[config.mk]
export PLATFORM = sky130hd
export DESIGN_NAME = yutorina_bus_arbiter_flat
export DESIGN_NICKNAME = d
export VERILOG_FILES = /design/src/rtl/yutorina_bus_arbiter_pkg.sv /design/src/rtl/yutorina_bus_arbiter_if.sv /design/src/rtl/yutorina_rr_pick.sv /design/src/rtl/yutorina_bus_arbiter.sv /design/src/flat_wrapper.sv
export SDC_FILE = /design/constraint.sdc
export NUM_CORES = 1
export LEC_CHECK = 0
export ABC_AREA = 1
export CAP_MARGIN = 25
export CELL_PAD_IN_SITES_DETAIL_PLACEMENT = 1
export CELL_PAD_IN_SITES_GLOBAL_PLACEMENT = 2
export CORE_MARGIN = 1.5
export CORE_UTILIZATION = 25
export DETAILED_ROUTE_END_ITERATION = 12
export MAX_ROUTING_LAYER = met4
export PLACE_DENSITY_LB_ADDON = 0.25
export SKIP_LAST_GASP = 1
export SYNTH_ARGS = -nofsm -noshare
export SYNTH_HDL_FRONTEND = slang
export SYNTH_SLANG_ARGS = --single-unit
[constraint.sdc]
create_clock -name clk -period 2.25 [get_ports clk]
set_input_delay 0.225 -clock clk [delete_from_list [all_inputs] [get_ports clk]]
set_output_delay 0.225 -clock clk [all_outputs]
set_load 0.01 [all_outputs]
[src/rtl/yutorina_bus_arbiter_pkg.sv]
// Shared types and constants for the four-master bus arbiter.
package yutorina_bus_arbiter_pkg;

    // Bus owner encoding
    localparam int unsigned BUS_OWNER_W = 2;
    localparam logic [BUS_OWNER_W-1:0] BUS_OWNER_M0 = 2'd0;
    localparam logic [BUS_OWNER_W-1:0] BUS_OWNER_M1 = 2'd1;
    localparam logic [BUS_OWNER_W-1:0] BUS_OWNER_M2 = 2'd2;
    localparam logic [BUS_OWNER_W-1:0] BUS_OWNER_M3 = 2'd3;

    // Default tenure limit; 0 disables preemption
    localparam int unsigned BUS_MAX_HOLD = 0;

    // Active-low bus signalling levels
    localparam logic ENABLE_  = 1'b0;
    localparam logic DISABLE_ = 1'b1;

    typedef enum logic [BUS_OWNER_W-1:0] {
        OWNER0 = BUS_OWNER_M0,
        OWNER1 = BUS_OWNER_M1,
        OWNER2 = BUS_OWNER_M2,
        OWNER3 = BUS_OWNER_M3
    } owner_e;

    // Active-low one-cold grant vector for a given owner, bit i = master i
    function automatic logic [3:0] grant_vec_n(owner_e o);
        return ~(4'b0001 << o);
    endfunction

endpackage

[src/rtl/yutorina_bus_arbiter_if.sv]
// Request/grant/strobe bundle between the masters, the bus multiplexer and the arbiter.
interface yutorina_bus_arbiter_if;
    import yutorina_bus_arbiter_pkg::*;

    logic                   m0_req_;
    logic                   m1_req_;
    logic                   m2_req_;
    logic                   m3_req_;
    logic                   s_as_;
    logic                   m0_grnt_;
    logic                   m1_grnt_;
    logic                   m2_grnt_;
    logic                   m3_grnt_;
    logic [BUS_OWNER_W-1:0] owner;

    // Requester / bus side
    modport master (
        output m0_req_, m1_req_, m2_req_, m3_req_, s_as_,
        input  m0_grnt_, m1_grnt_, m2_grnt_, m3_grnt_, owner
    );

    // Arbiter side
    modport slave (
        input  m0_req_, m1_req_, m2_req_, m3_req_, s_as_,
        output m0_grnt_, m1_grnt_, m2_grnt_, m3_grnt_, owner
    );

endinterface

[src/rtl/yutorina_rr_pick.sv]
// Round-robin selector: first active request after the current owner, wrapping.
module yutorina_rr_pick
    import yutorina_bus_arbiter_pkg::*;
(
    input  logic [3:0] i_req,
    input  owner_e     i_owner,
    output owner_e     o_next,
    output logic       o_found
);

    logic [1:0] w_idx;

    // Scan farthest-to-nearest so the nearest requester after the owner wins
    always_comb begin
        o_next  = i_owner;
        o_found = 1'b0;
        w_idx   = '0;
        for (int k = 3; k >= 0; k--) begin
            w_idx = i_owner + 2'(k);
            if (k != 0 && i_req[w_idx]) begin
                o_next  = owner_e'(w_idx);
                o_found = 1'b1;
            end
        end
    end

endmodule

[src/rtl/yutorina_bus_arbiter.sv]
// Four-master round-robin bus arbiter with optional tenure-limited preemption.
// Ownership is always held by exactly one master; the bus parks on the last owner.
module yutorina_bus_arbiter
    import yutorina_bus_arbiter_pkg::*;
#(
    parameter int unsigned MAX_HOLD = BUS_MAX_HOLD,
    parameter int unsigned CNT_W    = 8
) (
    input logic                   clk,
    input logic                   reset_,
    yutorina_bus_arbiter_if.slave io_bus
);

    localparam logic [CNT_W-1:0] HOLD_MAX = CNT_W'(MAX_HOLD);

    owner_e           r_owner;
    logic [CNT_W-1:0] r_hold_cnt;
    logic [3:0]       r_grnt_n;

    logic [3:0]       w_req;
    logic [3:0]       w_others;
    logic             w_others_any;
    logic             w_owner_req;
    logic             w_bus_idle;
    logic             w_preempt;
    owner_e           w_pick;
    logic             w_found;
    owner_e           w_owner_d;
    logic [CNT_W-1:0] w_hold_d;

    // Active-high request view, with the owner's own line split out
    always_comb begin
        w_req        = ~{io_bus.m3_req_, io_bus.m2_req_, io_bus.m1_req_, io_bus.m0_req_};
        w_owner_req  = w_req[r_owner];
        w_others     = w_req & ~(4'b0001 << r_owner);
        w_others_any = |w_others;
        w_bus_idle   = (io_bus.s_as_ == DISABLE_);
    end

    yutorina_rr_pick u_rr_pick (
        .i_req   (w_others),
        .i_owner (r_owner),
        .o_next  (w_pick),
        .o_found (w_found)
    );

    // Next owner and tenure count; rotation on release, or forced at an idle bus cycle
    always_comb begin
        w_preempt = (MAX_HOLD != 0) && w_owner_req && w_others_any
                    && (r_hold_cnt == HOLD_MAX) && w_bus_idle;

        w_owner_d = r_owner;
        if ((!w_owner_req || w_preempt) && w_found) begin
            w_owner_d = w_pick;
        end

        w_hold_d = r_hold_cnt;
        if ((w_owner_d != r_owner) || !w_others_any) begin
            w_hold_d = '0;
        end else if ((MAX_HOLD != 0) && (r_hold_cnt != HOLD_MAX)) begin
            w_hold_d = r_hold_cnt + CNT_W'(1);
        end
    end

    // Owner, tenure counter and registered grants; reset parks the bus on master 0
    always_ff @(posedge clk) begin
        if (!reset_) begin
            r_owner    <= owner_e'(BUS_OWNER_M0);
            r_hold_cnt <= '0;
            r_grnt_n   <= grant_vec_n(owner_e'(BUS_OWNER_M0));
        end else begin
            r_owner    <= w_owner_d;
            r_hold_cnt <= w_hold_d;
            r_grnt_n   <= grant_vec_n(w_owner_d);
        end
    end

    // Drive the grant lines and status from the registers
    always_comb begin
        io_bus.m0_grnt_ = r_grnt_n[0];
        io_bus.m1_grnt_ = r_grnt_n[1];
        io_bus.m2_grnt_ = r_grnt_n[2];
        io_bus.m3_grnt_ = r_grnt_n[3];
        io_bus.owner    = r_owner;
    end

endmodule

[src/flat_wrapper.sv]
// flat-port wrapper written by rule: the top's interface ports become plain ports
module yutorina_bus_arbiter_flat import yutorina_bus_arbiter_pkg::*;
#(
    parameter int unsigned MAX_HOLD = BUS_MAX_HOLD,
    parameter int unsigned CNT_W    = 8
)
  (clk, reset_, io_bus_m0_req_, io_bus_m1_req_, io_bus_m2_req_, io_bus_m3_req_, io_bus_s_as_, io_bus_m0_grnt_, io_bus_m1_grnt_, io_bus_m2_grnt_, io_bus_m3_grnt_, io_bus_owner);
  yutorina_bus_arbiter_if io_bus_i ();
  input logic clk;
  input logic reset_;
  input wire logic [$bits(io_bus_i.m0_req_)-1:0] io_bus_m0_req_;
  input wire logic [$bits(io_bus_i.m1_req_)-1:0] io_bus_m1_req_;
  input wire logic [$bits(io_bus_i.m2_req_)-1:0] io_bus_m2_req_;
  input wire logic [$bits(io_bus_i.m3_req_)-1:0] io_bus_m3_req_;
  input wire logic [$bits(io_bus_i.s_as_)-1:0] io_bus_s_as_;
  output wire logic [$bits(io_bus_i.m0_grnt_)-1:0] io_bus_m0_grnt_;
  output wire logic [$bits(io_bus_i.m1_grnt_)-1:0] io_bus_m1_grnt_;
  output wire logic [$bits(io_bus_i.m2_grnt_)-1:0] io_bus_m2_grnt_;
  output wire logic [$bits(io_bus_i.m3_grnt_)-1:0] io_bus_m3_grnt_;
  output wire logic [$bits(io_bus_i.owner)-1:0] io_bus_owner;
  assign io_bus_i.m0_req_ = io_bus_m0_req_;
  assign io_bus_i.m1_req_ = io_bus_m1_req_;
  assign io_bus_i.m2_req_ = io_bus_m2_req_;
  assign io_bus_i.m3_req_ = io_bus_m3_req_;
  assign io_bus_i.s_as_ = io_bus_s_as_;
  assign io_bus_m0_grnt_ = io_bus_i.m0_grnt_;
  assign io_bus_m1_grnt_ = io_bus_i.m1_grnt_;
  assign io_bus_m2_grnt_ = io_bus_i.m2_grnt_;
  assign io_bus_m3_grnt_ = io_bus_i.m3_grnt_;
  assign io_bus_owner = io_bus_i.owner;
  yutorina_bus_arbiter #(.MAX_HOLD(MAX_HOLD), .CNT_W(CNT_W)) u_core (.clk(clk), .reset_(reset_), .io_bus(io_bus_i));
endmodule
==> flow_summary.json <==
{
  "status": "finished, final reports clean",
  "drc": 0,
  "fmax_mhz": 559.1,
  "hold_path_class": "in -> reg",
  "relSlewSlack_pct": 86.25,
  "routabilityCongestion": 0.7472,
  "slew_violations": 0,
  "crit_chain": "buf_4, ha_1, nor2_2, nand2_1, nand2_2, nand2_2, nand2_2, nor2_2, nor2_2, nand2_1, nand2_1, nand2_2, nand2_2, nand2_1",
  "hold_viol_final": 0,
  "tns_ns": 0,
  "area_growth_pct": 31.98,
  "dieArea_sq_um": 2514,
  "ir_drop_mv": 0.4553,
  "via_count": 527,
  "worstSetupPathType": "reg -> reg",
  "placed_cell_area_sq_um": 710.7,
  "reg2reg_setup_slack_ns": 0.46,
  "dr.max_layer_used": "met4",
  "fin_nets": 111,
  "wl_per_cell_um": 10.05,
  "first_iter_violations": 8,
  "skew_ns": 0.005762,
  "route.met2.wl_um": 529,
  "first_pass_iters": 4,
  "rsz0062_at_grt": "false",
  "fin_crit_ns": 1.789,
  "crit_start": "u_core.io_bus.owner[0]",
  "ctsResizeCount": 0,
  "n_fill_cell": 263,
  "io_pins": 13,
  "final_layout_size_suffix_gt1_share_pct": 33.67,
  "core_area_sq_um": 2022,
  "critical_path_required_ns": 2.39,
  "dieWidth_um": 50.14,
  "ant_nets": 0,
  "initial_core_util_pct": 27.48,
  "synth_area_leaders": "dfxtp_1 (22%), nand2_2 (15%), nand2_1 (14%)",
  "synth_seq_cells": 6,
  "cp_common_cell": "nand2_2",
  "io_buffers": 11,
  "worstSetupEndpoint": "u_core.r_grnt_n[0]",
  "critPathSlowestCell": "dfxtp_1",
  "synth.net_count": 93,
  "grt_pass1_vias": 507,
  "overflow": 0,
  "end_kind": "flop",
  "avgViaCountPerCell": 4.216,
  "startpoint_type": "flop",
  "cts_tree": "yes",
  "period_share_pct": 79.50,
  "syn_area_sq_um": 555.5,
  "p_leak_nw": 0.3675,
  "grt_start_max_net_pins": 11,
  "r2r.worst_path.cells": 14,
  "cts.sinks": 6,
  "antenna_found_initial": 0,
  "fp.dieH_um": 50.14,
  "ys_warn_count": 0,
  "clock_latency_ns": 0.25,
  "post_cts_buffers": 0,
  "setup_viol": 0,
  "antenna_cells": 0,
  "cts_buffer_depth": 2,
  "route.met3.wl_um": 50,
  "synth_top_cell_by_area": "dfxtp_1",
  "critical-path-max-stage-delay_ns": 0.35,
  "grt.total_usage_pct": 12.47,
  "synth_seq_area_share_pct": 21.62,
  "cts_buffers": 3,
  "path_max_fanout": 10,
  "rows": 16,
  "yosysTopAreaCellShare_pct": 21.62,
  "cts_root_buffer": "clkbuf_4",
  "fin_area_sq_um": 733.2,
  "rr_startpoint": "u_core.io_bus.owner[0]",
  "wl_met1_um": 669,
  "crit_arrival_ns": 1.93,
  "worst_pin_slew_ns": 0.2060,
  "power.total_mw": 0.8824,
  "synth.avg_cell_area_sq_um": 6.775,
  "rr_endpoint": "u_core.r_grnt_n[0]",
  "dp_hpwl_um": 1042,
  "cts.clk_slew.worst_paths_ns": 0.05,
  "ctsHoldBuffers": 0,
  "synthCells": 82,
  "yosysUniqueCellTypes": 16,
  "totalWireLength_um": 1256,
  "max-cap-violations": 0,
  "pwr_density_cell_nw_per_um2": 1203,
  "whs_ns": 0.6099,
  "finish.utilization_pct": 36.26,
  "htree_levels": 1,
  "grt_pass1_wl_um": 2297
}
cell usage after synthesis, drive strengths merged:
cell   count
nor2      11
inv       11
ha         4
nand3      9
dfxtp      6
or2        1
o21ai      4
buf        1
nand2     35
placed cells by master, fill, tap and decap left out:
cell type        count
nor2_4               1
inv_2                1
nand2_1             20
nand3_1              9
or2_1                1
inv_1                9
o21ai_2              3
nor2_2               6
nor2_1               4
clkbuf_4             3
o21ai_1              1
nand2_2             13
clkdlybuf4s50_1     11
inv_8                1
nand2_4              2
buf_4                3
ha_1                 4
dfxtp_1              6
cells by family after synthesis:
| logic type | synth area share [%] |
|---|---|
| flip-flops | 21.62 |
| AO/OA/AOI/OAI | 5.631 |
| buffers and inverters | 10.81 |
| adder cells (fa/ha/maj) | 9.009 |
| AND/OR/NAND/NOR | 52.93 |
power by group:
part | switching [mW] | internal, mW | total, mW | leakage [nW]
Clock | 0.0392 | 0.0603 | 0.0996 | 0.0138
Combinational | 0.367 | 0.254 | 0.621 | 0.304
Sequential | 0.0172 | 0.144 | 0.162 | 0.0496
flip-flops by register name, indices dropped and copies added, names as in the netlist:
signal,flops
u_core.r_grnt_n,4
u_core.io_bus.owner,2
layout make-up:
class / count / area [sq um] / area share (%)
inverters: 11 / 48.80 / 6.655
well taps: 27 / 33.78 / 4.608
repair buffers: 14 / 132.6 / 18.09
clock buffers: 3 / 22.52 / 3.072
flip-flops and latches: 6 / 120.1 / 16.38
multi-input cells: 64 / 375.4 / 51.19
stage by stage:
| stage | std cells | setup WS [ns] |
|---|---|---|
| 6_report | 125 | 0.4614 |
| 5_1_grt | 125 | 0.2292 |
| 4_1_cts | 125 | 0.4364 |
| 3_5_place_dp | 122 | 0.4354 |
| 3_3_place_gp | 122 | 0.4699 |
| 2_1_floorplan | 82 | 0.4256 |
worst min-delay path by stage:
stage / startpoint / to / slack [ns] / depth (start not counted)
4_1_cts: reset_ / u_core.r_grnt_n[1] / 0.60 / 2
6_report: reset_ / u_core.r_grnt_n[1] / 0.61 / 2
3_5_place_dp: u_core.io_bus.owner[0] / u_core.r_grnt_n[1] / 0.79 / 4
2_1_floorplan: reset_ / u_core.r_grnt_n[1] / 0.31 / 1
3_3_place_gp: u_core.io_bus.owner[0] / u_core.r_grnt_n[1] / 0.78 / 4
5_1_grt: reset_ / u_core.r_grnt_n[1] / 0.62 / 2
routing by layer:
| layer | vias up | global-route usage [%] |
|---|---|---|
| met4 | 0 | 2.778 |
| met3 | 2 | 4.464 |
| met1 | 235 | 17.34 |
| met2 | 10 | 17.11 |
| li1 | 280 | - |
| met5 | - | - |
worst max-delay path: cells and delay by family, from the launching register on:
family,cells,cell delay [ns]
AND/OR/NAND/NOR,12,0.93
buffers and inverters,1,0.19
adder cells (fa/ha/maj),1,0.21
flip-flops,1,0.35
Note: power is estimated with default switching activity, not from simulation.
